$ cat src/rtl/logical_responder.sv
// Two-stage valid/ready responder for the N-bit logical-compare operation.
// S1 captures the request and its sequence tag; S2 holds the result that drives rsp_*.
module logical_responder #(
  parameter int N     = 32,
  parameter int TAG_W = 8
) (
  input  logic             clk,
  input  logic             rst,
  input  logic             req_valid,
  output logic             req_ready,
  input  logic [N-1:0]     req_a,
  input  logic [N-1:0]     req_b,
  input  logic [2:0]       req_op,
  output logic             rsp_valid,
  input  logic             rsp_ready,
  output logic             rsp_c,
  output logic             rsp_err,
  output logic [TAG_W-1:0] rsp_tag,
  output logic             busy
);

  // Returns {c, err}; opcode 7 is the only illegal encoding.
  function automatic logic [1:0] eval_op(input logic [N-1:0] a, input logic [N-1:0] b,
                                         input logic [2:0] op);
    logic       ra;
    logic       rb;
    logic [1:0] res;
    ra  = |a;
    rb  = |b;
    res = 2'b00;
    case (op)
      3'd0:    res = {ra & rb, 1'b0};
      3'd1:    res = {ra | rb, 1'b0};
      3'd2:    res = {ra ^ rb, 1'b0};
      3'd3:    res = {(a == b), 1'b0};
      3'd4:    res = {(a != b), 1'b0};
      3'd5:    res = {(a < b), 1'b0};
      3'd6:    res = {~ra, 1'b0};
      3'd7:    res = 2'b01;
      default: res = 2'b01;
    endcase
    return res;
  endfunction

  logic             s1_v_r;
  logic [N-1:0]     s1_a_r;
  logic [N-1:0]     s1_b_r;
  logic [2:0]       s1_op_r;
  logic [TAG_W-1:0] s1_tag_r;
  logic             s2_v_r;
  logic             s2_c_r;
  logic             s2_err_r;
  logic [TAG_W-1:0] s2_tag_r;
  logic [TAG_W-1:0] tag_cnt_r;

  logic             ready_s2_s;
  logic             ready_s1_s;
  logic             accept_s;
  logic [1:0]       eval_s;

  // Backward ready chain and S1 result evaluation.
  always_comb begin
    ready_s2_s = !s2_v_r || rsp_ready;
    ready_s1_s = !s1_v_r || ready_s2_s;
    req_ready  = ready_s1_s && !rst;
    accept_s   = req_valid && req_ready;
    eval_s     = eval_op(s1_a_r, s1_b_r, s1_op_r);
  end

  // Pipeline stages and tag counter; S2 data is zeroed whenever the stage empties.
  always_ff @(posedge clk) begin
    if (rst) begin
      s1_v_r    <= 1'b0;
      s2_v_r    <= 1'b0;
      s2_c_r    <= 1'b0;
      s2_err_r  <= 1'b0;
      s2_tag_r  <= {TAG_W{1'b0}};
      tag_cnt_r <= {TAG_W{1'b0}};
    end else begin
      if (accept_s) begin
        tag_cnt_r <= tag_cnt_r + TAG_W'(1);
      end else begin
        tag_cnt_r <= tag_cnt_r;
      end
      if (ready_s2_s) begin
        s2_v_r <= s1_v_r;
        if (s1_v_r) begin
          s2_c_r   <= eval_s[1];
          s2_err_r <= eval_s[0];
          s2_tag_r <= s1_tag_r;
        end else begin
          s2_c_r   <= 1'b0;
          s2_err_r <= 1'b0;
          s2_tag_r <= {TAG_W{1'b0}};
        end
      end else begin
        s2_v_r <= s2_v_r;
      end
      if (ready_s1_s) begin
        s1_v_r <= req_valid;
        if (req_valid) begin
          s1_a_r   <= req_a;
          s1_b_r   <= req_b;
          s1_op_r  <= req_op;
          s1_tag_r <= tag_cnt_r;
        end else begin
          s1_tag_r <= s1_tag_r;
        end
      end else begin
        s1_v_r <= s1_v_r;
      end
    end
  end

  assign rsp_valid = s2_v_r;
  assign rsp_c     = s2_c_r;
  assign rsp_err   = s2_err_r;
  assign rsp_tag   = s2_tag_r;
  assign busy      = s1_v_r || s2_v_r;

endmodule

$ cat config.mk
export PLATFORM = sky130hd
export DESIGN_NAME = logical_responder
export DESIGN_NICKNAME = d
export VERILOG_FILES = /design/src/rtl/logical_responder.sv
export SDC_FILE = /design/constraint.sdc
export NUM_CORES = 1
export LEC_CHECK = 0
export ABC_CLOCK_PERIOD_IN_PS = 4050
export CORE_ASPECT_RATIO = 0.9
export CORE_MARGIN = 2
export CORE_UTILIZATION = 46
export DETAILED_ROUTE_END_ITERATION = 12
export PLACE_DENSITY_LB_ADDON = 0.1
export SLEW_MARGIN = 20
export SYNTH_ARGS = -nofsm -noshare
export SYNTH_HDL_FRONTEND = slang
export SYNTH_SLANG_ARGS = --single-unit
$ cat constraint.sdc
create_clock -name clk -period 4.05 [get_ports clk]
set_input_delay 0.81 -clock clk [delete_from_list [all_inputs] [get_ports clk]]
set_output_delay 0.81 -clock clk [all_outputs]
set_load 0.05 [all_outputs]
==> metrics <==
DR pass1 iterations 4; Final Wtd Congestion 0.7948; Clock Skews 0.008471 ns; flip-flop and latch area 2653 um2; Async SR Flop Fraction 0%; mean instance size in the synthesized netlist 12.87 um2; total of flip-flops plus latches after synthesis 95; R2R setup slack 1.40 ns; final critical-path share of the clock period about 80%; Worst slew margin 61.73%; post-CTS setup buffer count 0; area taken by multi-input logic gates 1284 um2; nets@finish between 500 and 600; post-detailed-placement half-perimeter wirelength about 5.7 mm; most frequent cells in the layout sky130_fd_sc_hd__clkdlybuf4s50_1 (83), sky130_fd_sc_hd__edfxtp_1 (75), sky130_fd_sc_hd__inv_1 (37); DRC violation count after routing 0; crit path launch rsp_ready; Max Slew Vio Count 0; most common cell after layout, fill and taps aside sky130_fd_sc_hd__clkdlybuf4s50_1; Period minus WS final 3.280 ns; via/cell ratio 5.062; vertical die dimension 93.64 um; Fmax achieved 304.9 MHz; Post-CTS Resized 0; number of H-tree levels 3; layout cells sized above 1 6.039%; P per Cell Area 354.8 nW/um2; P&R area growth vs syn 28.06%; net count after synthesis about 430; vias in the first global route 2,708; filler cell count 696; Skew-Pair Late Insertion Delay 0.35 ns; vias post-DR 2,698; hold violation count in the final report 0; Area contributors post-synth sky130_fd_sc_hd__edfxtp_1 (55%), sky130_fd_sc_hd__ha_1 (11%), sky130_fd_sc_hd__dfxtp_1 (9.8%); Antenna Cells 0; number of enable-type register cells in the synthesized netlist 75; CTS Hold Bufs 0; Routed wire per std cell 14.37 um; Tot GR Track Use 16.77%; global-route congestion overflow total 0; Cell variety after synth 37; standard cell core area 8608 um2; Worst-path clk slew about 0.090 ns; post-route worst hold slack 0.4552 ns; CTS tree yes; wire length of the first global-routing pass between 10 and 15 mm; static leakage power slightly below 2 nW; placed inst area 5082 um2; actual transition at the worst max-transition pin 0.5732 ns; post-synthesis sequential area ratio between 60 and 70%; Cells after Synth 319; most common flop cell mapped by yosys sky130_fd_sc_hd__edfxtp_1; category of the critical setup timing path in2out; Clock Root Buffer sky130_fd_sc_hd__clkbuf_8; unrepaired setup endpoints after global routing no; clk sink count 95; starting density of the core between 40% and 50%; result of the run complete, no violations; maximum buffer depth of the clock tree 2; reg2reg start s1_b_r[3]; sum of negative setup slack 0 ns; CP Launch Type input pin; die boundary width roughly 100 um; floorplan row count 32; endpoint required time on the critical path 3.24 ns; Max IR drop VDD 0.1711 mV; Die Area 9700 um2; min-delay src rsp_tag[1]; top-area cell type share of the netlist area 54.84%; final number of setup-violating endpoints 0; endpoint arrival time on the critical path about 2.5 ns; post-synthesis instance area between 4000 and 5000 um2; number of I/O port buffers 83; Syn. warnings 0; antenna violation net count after detailed routing 0; capturing element type of the critical path output pin; worst min path class reg2reg; number of antenna violations at the first check in global routing 0; I/O pin count 84; biggest area consumer among synthesized cells sky130_fd_sc_hd__edfxtp_1; final wirelength approximately 7.7 mm; post-route design area 5259 um2; maximum number of pins on one net before global-route repair 83; maximum net fanout on the critical path 15; reported max-cap violation count 0; number of buffers added by the clock tree synthesis step 9; Detailed Route Iter0 Violations 97
-- report_power, final --
group          internal (mW)  switching, mW  total [mW]
logic                  0.101         0.0857       0.187
clock network          0.230          0.329       0.559
registers               1.10         0.0246        1.12
total                   1.43          0.440        1.87
-- final timing paths --
| kind | endpoint | cells past startpoint |
|---|---|---|
| max | req_ready | 4 |
| min | rsp_tag[1] | 2 |
| max reg2reg | rsp_c | 9 |
| min reg2reg | rsp_tag[1] | 2 |
-- registers in the layout (all words and copies together), names as in the netlist, 3 cells and up --
signal,flops
rsp_tag,8
s1_op_r,3
s1_tag_r,8
tag_cnt_r,8
s1_b_r,32
s1_a_r,32
-- Yosys cell counts (2+ instances only) --
cell type	instances
sky130_fd_sc_hd__nor2_1	16
sky130_fd_sc_hd__o21ai_0	8
sky130_fd_sc_hd__xor2_1	5
sky130_fd_sc_hd__nand4_1	14
sky130_fd_sc_hd__clkbuf_1	4
sky130_fd_sc_hd__xnor2_1	2
sky130_fd_sc_hd__nor4_1	17
sky130_fd_sc_hd__nand3_2	2
sky130_fd_sc_hd__a21oi_1	24
sky130_fd_sc_hd__or2_2	2
sky130_fd_sc_hd__nor3_1	4
sky130_fd_sc_hd__ha_1	35
sky130_fd_sc_hd__dfxtp_1	20
sky130_fd_sc_hd__nor2b_1	2
sky130_fd_sc_hd__o211ai_1	3
sky130_fd_sc_hd__inv_1	37
sky130_fd_sc_hd__nand3_1	13
sky130_fd_sc_hd__edfxtp_1	75
sky130_fd_sc_hd__nand2_1	18
-- metrics by stage --
step	util, %	setup WS, ns	instances	total power, mW
2_1_floorplan	-	0.1263	319	1.225
4_1_cts	61.09	0.7587	533	1.893
3_5_place_dp	59.04	0.7630	517	1.330
3_3_place_gp	59.04	0.7800	517	1.325
5_1_grt	61.09	0.6826	533	1.946
6_report	61.09	0.7702	533	1.866
-- kinds of logic (layout without fill, tap and decap cells) --
kind of cell | after synthesis | in the layout | synth area share, %
buffers and inverters | 43 | 138 | 4.143
AO/OA/AOI/OAI | 44 | 44 | 6.521
flip-flops | 95 | 95 | 64.59
AND/OR/NAND/NOR | 95 | 95 | 12.58
XOR/XNOR | 7 | 7 | 1.493
adder cells (fa/ha/maj) | 35 | 35 | 10.66
-- worst max-delay path: stages --
cell,delay (ns)
sky130_fd_sc_hd__clkdlybuf4s50_1,0.46
sky130_fd_sc_hd__nor2b_4,0.35
sky130_fd_sc_hd__a21oi_1,0.12
sky130_fd_sc_hd__clkdlybuf4s50_1,0.73
-- layout make-up --
class / count / area share (%)
clock buffer: 9 / 2.355
clock inverter: 7 / 0.9993
inverter: 37 / 2.641
multi-input combinational: 181 / 24.41
sequential: 95 / 50.44
tap: 119 / 2.831
timing repair buffer: 85 / 16.32
-- routing by layer --
metal | track usage, % | routed length [um]
met4 | 5.180 | 80
met2 | 28.04 | 3550
met3 | 4.181 | 498
met1 | 21.79 | 3527
met5 | 0 | 0
Note: power is estimated with default switching activity, not from simulation.
==> variant 1, RTL diff (same flow settings) <==
`N`: 32 -> 48.
--- a/src/rtl/logical_responder.sv
+++ b/src/rtl/logical_responder.sv
@@ -2,5 +2,5 @@
 // S1 captures the request and its sequence tag; S2 holds the result that drives rsp_*.
 module logical_responder #(
-  parameter int N     = 32,
+  parameter int N     = 48,
   parameter int TAG_W = 8
 ) (
Interface: changed (resized req_a and req_b); port bits go from 84 to 116. The function was not compared with the original's and may differ.
==> variant 1 against the original RTL <==
Synthesized area is 35% higher; critical path depth unchanged; wire length is 58% higher; count of clock-buffer cells in the layout increased by 17; largest cell class unchanged; worst setup slack better by 0.028 ns; sequential cell count up 32; power rose by 75%; cell area increased by 43%; clock power rose to 2.7 times the old value.
==> variant 1: results (changes against the original RTL) <==
Status - complete, no violations
Signal inverters - 53 (+43%)
Vias in the first global route - 3819 (+41%)
TritonCTS Buffers - 17 (+8)
Seq pwr share - 0.465 (-0.135)
Total global routing track utilization - 0.201 (+0.0338)
Seq cells - 127 (+34%)
Fillers - 907 (+30%)
Via count - 3739 (+39%)
Min-Delay Startpoint - tag_cnt_r[7]
VDD IR-drop max - 0.332 mV (+94%)
Synth Area in Adders - 0.115 (+0.00874)
Synth Area in Compound Gates - 0.0643 (-0.000951)
Final clock-cell share - 0.0791 (+0.0455)
Cell variety after synth - 39 (+5.4%)
Worst reg2reg path startpoint - s1_a_r[36]
Clock Pin Slew Worst Setup and Hold Paths - 0.05 ns (-0.04 ns)
Rows - 37 (+16%)
Post-route cell area - 7500 µm² (+43%)
DP Cell Count - 684 (+32%)
Top flop regs - s1_a_r x48, s1_b_r x48
Routed vias/inst - 5.22 (+3.2%)
Placed cell area - 6910 µm² (+36%)
Port Buf Inserts - 115 (+39%)
Nets@finish - 701 (+36%)
NonClk Buf Share - 0.161 (-0.00244)
Commonest cells post-synth - edfxtp_1, inv_1, ha_1, a21oi_1, nor4_1
Multi-input gate area - 1700 µm² (+32%)
Sequential-to-total area share from yosys stat - 0.653 (+0.00745)
Post-Syn Instances - 415 (+30%)
LEAKAGE - 2.90 nW (+48%)
Clock Power - 1.49 mW (+170%)
Clk_lat worst skew - 0.42 ns (+0.07 ns)
Largest net degree at the start of global routing - 40 (-52%)
Net Sw Frac - 0.213 (-0.0228)
Layout cells sized above 1 - 0.0679 (+0.00747)
H-tree depth - 4 (+1)
Post-DP HPWL - 8970 µm (+58%)
Number of synthesized flops with an enable pin - 107 (+43%)
DRT iter0 DRCs - 246 (+150%)
Multi-In Gates - 229 (+27%)
[variant 1: per-stage QoR]
stage | TNS (ns) | worst slack, ns
floorplan | -29.84 | -0.685
CTS | 0 | 0.783
global placement | 0 | 0.794
finish | 0 | 0.798
global route | 0 | 0.718
detailed placement | 0 | 0.785
[variant 1: routing by layer]
layer  share of wire  routed length, µm  track usage  up-vias
met3           0.059                712       0.0712       17
met1            0.44               5360        0.248     1772
met5               0                  0            0        -
li1                -                  -            -     1831
met4           0.015                185       0.0857        0
met2            0.48               5810        0.324      119
[variant 1: final timing paths]
path	to	cells past startpoint	slack, ns
hold reg to reg	s1_tag_r[7]	0	0.45
setup reg to reg	rsp_c	9	1.44
hold / removal	s1_tag_r[7]	0	0.45
setup / recovery	req_ready	4	0.80
[variant 1: critical path, cell delays in order]
cell and delay, ns:
clkdlybuf4s50_1 0.45, nor2b_4 0.34, a21oi_1 0.12, clkdlybuf4s50_1 0.72
==> variant 2, RTL diff (same settings) <==
Made on the original files. Put one more register stage on the output `rsp_err`, without a reset. The value now appears one clock later. The other outputs are not delayed to match.
--- a/src/rtl/logical_responder.sv
+++ b/src/rtl/logical_responder.sv
@@ -115,5 +115,7 @@
   assign rsp_valid = s2_v_r;
   assign rsp_c     = s2_c_r;
-  assign rsp_err   = s2_err_r;
+  always_ff @(posedge clk) begin
+    rsp_err <= s2_err_r;
+  end
   assign rsp_tag   = s2_tag_r;
   assign busy      = s1_v_r || s2_v_r;
Function: changed (Yosys sat finds a counterexample within 4 cycles, from zero or initial values and one cycle with rst high).
==> variant 2 against the original RTL <==
Utilization is 0.66 points higher; cell area is 1.5% higher; worst setup slack worse by 0.018 ns; wire length is 2.3% higher; power is 7.1% higher; non-clock buffer count is 1 higher; sequential share of layout area is 0.39 points lower; sequential cell count is 1 higher; synthesized area is 0.49% higher; die area is 0.46% higher.
==> variant 2: results (changes against the original RTL) <==
Top Metal Used - met4
Metal2 WL - 3520 µm (-0.96%)
DRT iter0 DRCs - 60 (-38%)
LEAKAGE - 2.00 nW (+2.0%)
Placed cell area - 5110 µm² (+0.54%)
Final setup skew - 0.0104 ns (+0.00193 ns)
Layout cells sized above 1 - 0.0625 (+0.00211)
Via count - 2724 (+0.96%)
Post-DP HPWL - 5760 µm (+1.2%)
Status - complete, no violations
Synth Area in XOR/XNOR - 0.0149 (-0.0000724)
Seq pwr share - 0.565 (-0.035)
R2r setup slk - 1.42 ns (+0.02 ns)
Total global routing track utilization - 0.169 (+0.00176)
Place WS - 0.722 ns (-0.0406 ns)
Post-route cell area - 5340 µm² (+1.5%)
RePlAce Congestion - 0.853 (+7.3%)
Cell Int Power - 1.56 mW (+9.5%)
Met2 GRT Util - 0.270 (-0.0106)
Routed met1 length - 3730 µm (+5.8%)
Worst reg2reg path startpoint - s1_b_r[4]
Sequential-to-total area share from yosys stat - 0.648 (+0.00172)
Slew headroom - 0.551 (-0.0665)
Non-filler cells, final - 535 (+0.38%)
Clk_lat worst skew - 0.37 ns (+0.02 ns)
GRT met1 Usage - 0.218 (+0.000257)
Post-Syn Instances - 320 (+0.31%)
Routed wl met3 - 433 µm (-13%)
Synth Area in Adders - 0.106 (-0.000517)
First-pass GRT wire length - 12700 µm (-0.54%)
Synth Area in Compound Gates - 0.0649 (-0.000316)
Commonest cells post-synth - edfxtp_1, inv_1, ha_1, a21oi_1, dfxtp_1
Drt wl/cell - 14.6 µm (+1.9%)
VDD IR-drop max - 0.211 mV (+23%)
Fillers - 714 (+2.6%)
## variant 2: final cells by class
cell class,instances,share of cell area
flip-flops and latches,96,0.500
multi-input cells,181,0.240
repair buffers,86,0.162
well taps,119,0.0279
clock buffers,14,0.0405
inverters,37,0.0260
clock inverters,2,0.00258
## variant 2: worst reg2reg max path, delay by kind of cell (launching register included)
family,cells,cell delay [ns]
flip-flops,1,0.42
adder cells (fa/ha/maj),1,0.18
AND/OR/NAND/NOR,5,1.55
AO/OA/AOI/OAI,3,0.38
## variant 2: worst min path at each step
| stage | depth (start not counted) | to | slack [ns] | from |
|---|---|---|---|---|
| 3_5_place_dp | 0 | rsp_err | 0.34 | s2_err_r |
| 3_3_place_gp | 0 | rsp_err | 0.34 | s2_err_r |
| 4_1_cts | 0 | rsp_err | 0.36 | s2_err_r |
| 5_1_grt | 0 | rsp_err | 0.37 | s2_err_r |
| 6_report | 0 | rsp_err | 0.36 | s2_err_r |
| 2_1_floorplan | 0 | rsp_err | 0.33 | s2_err_r |
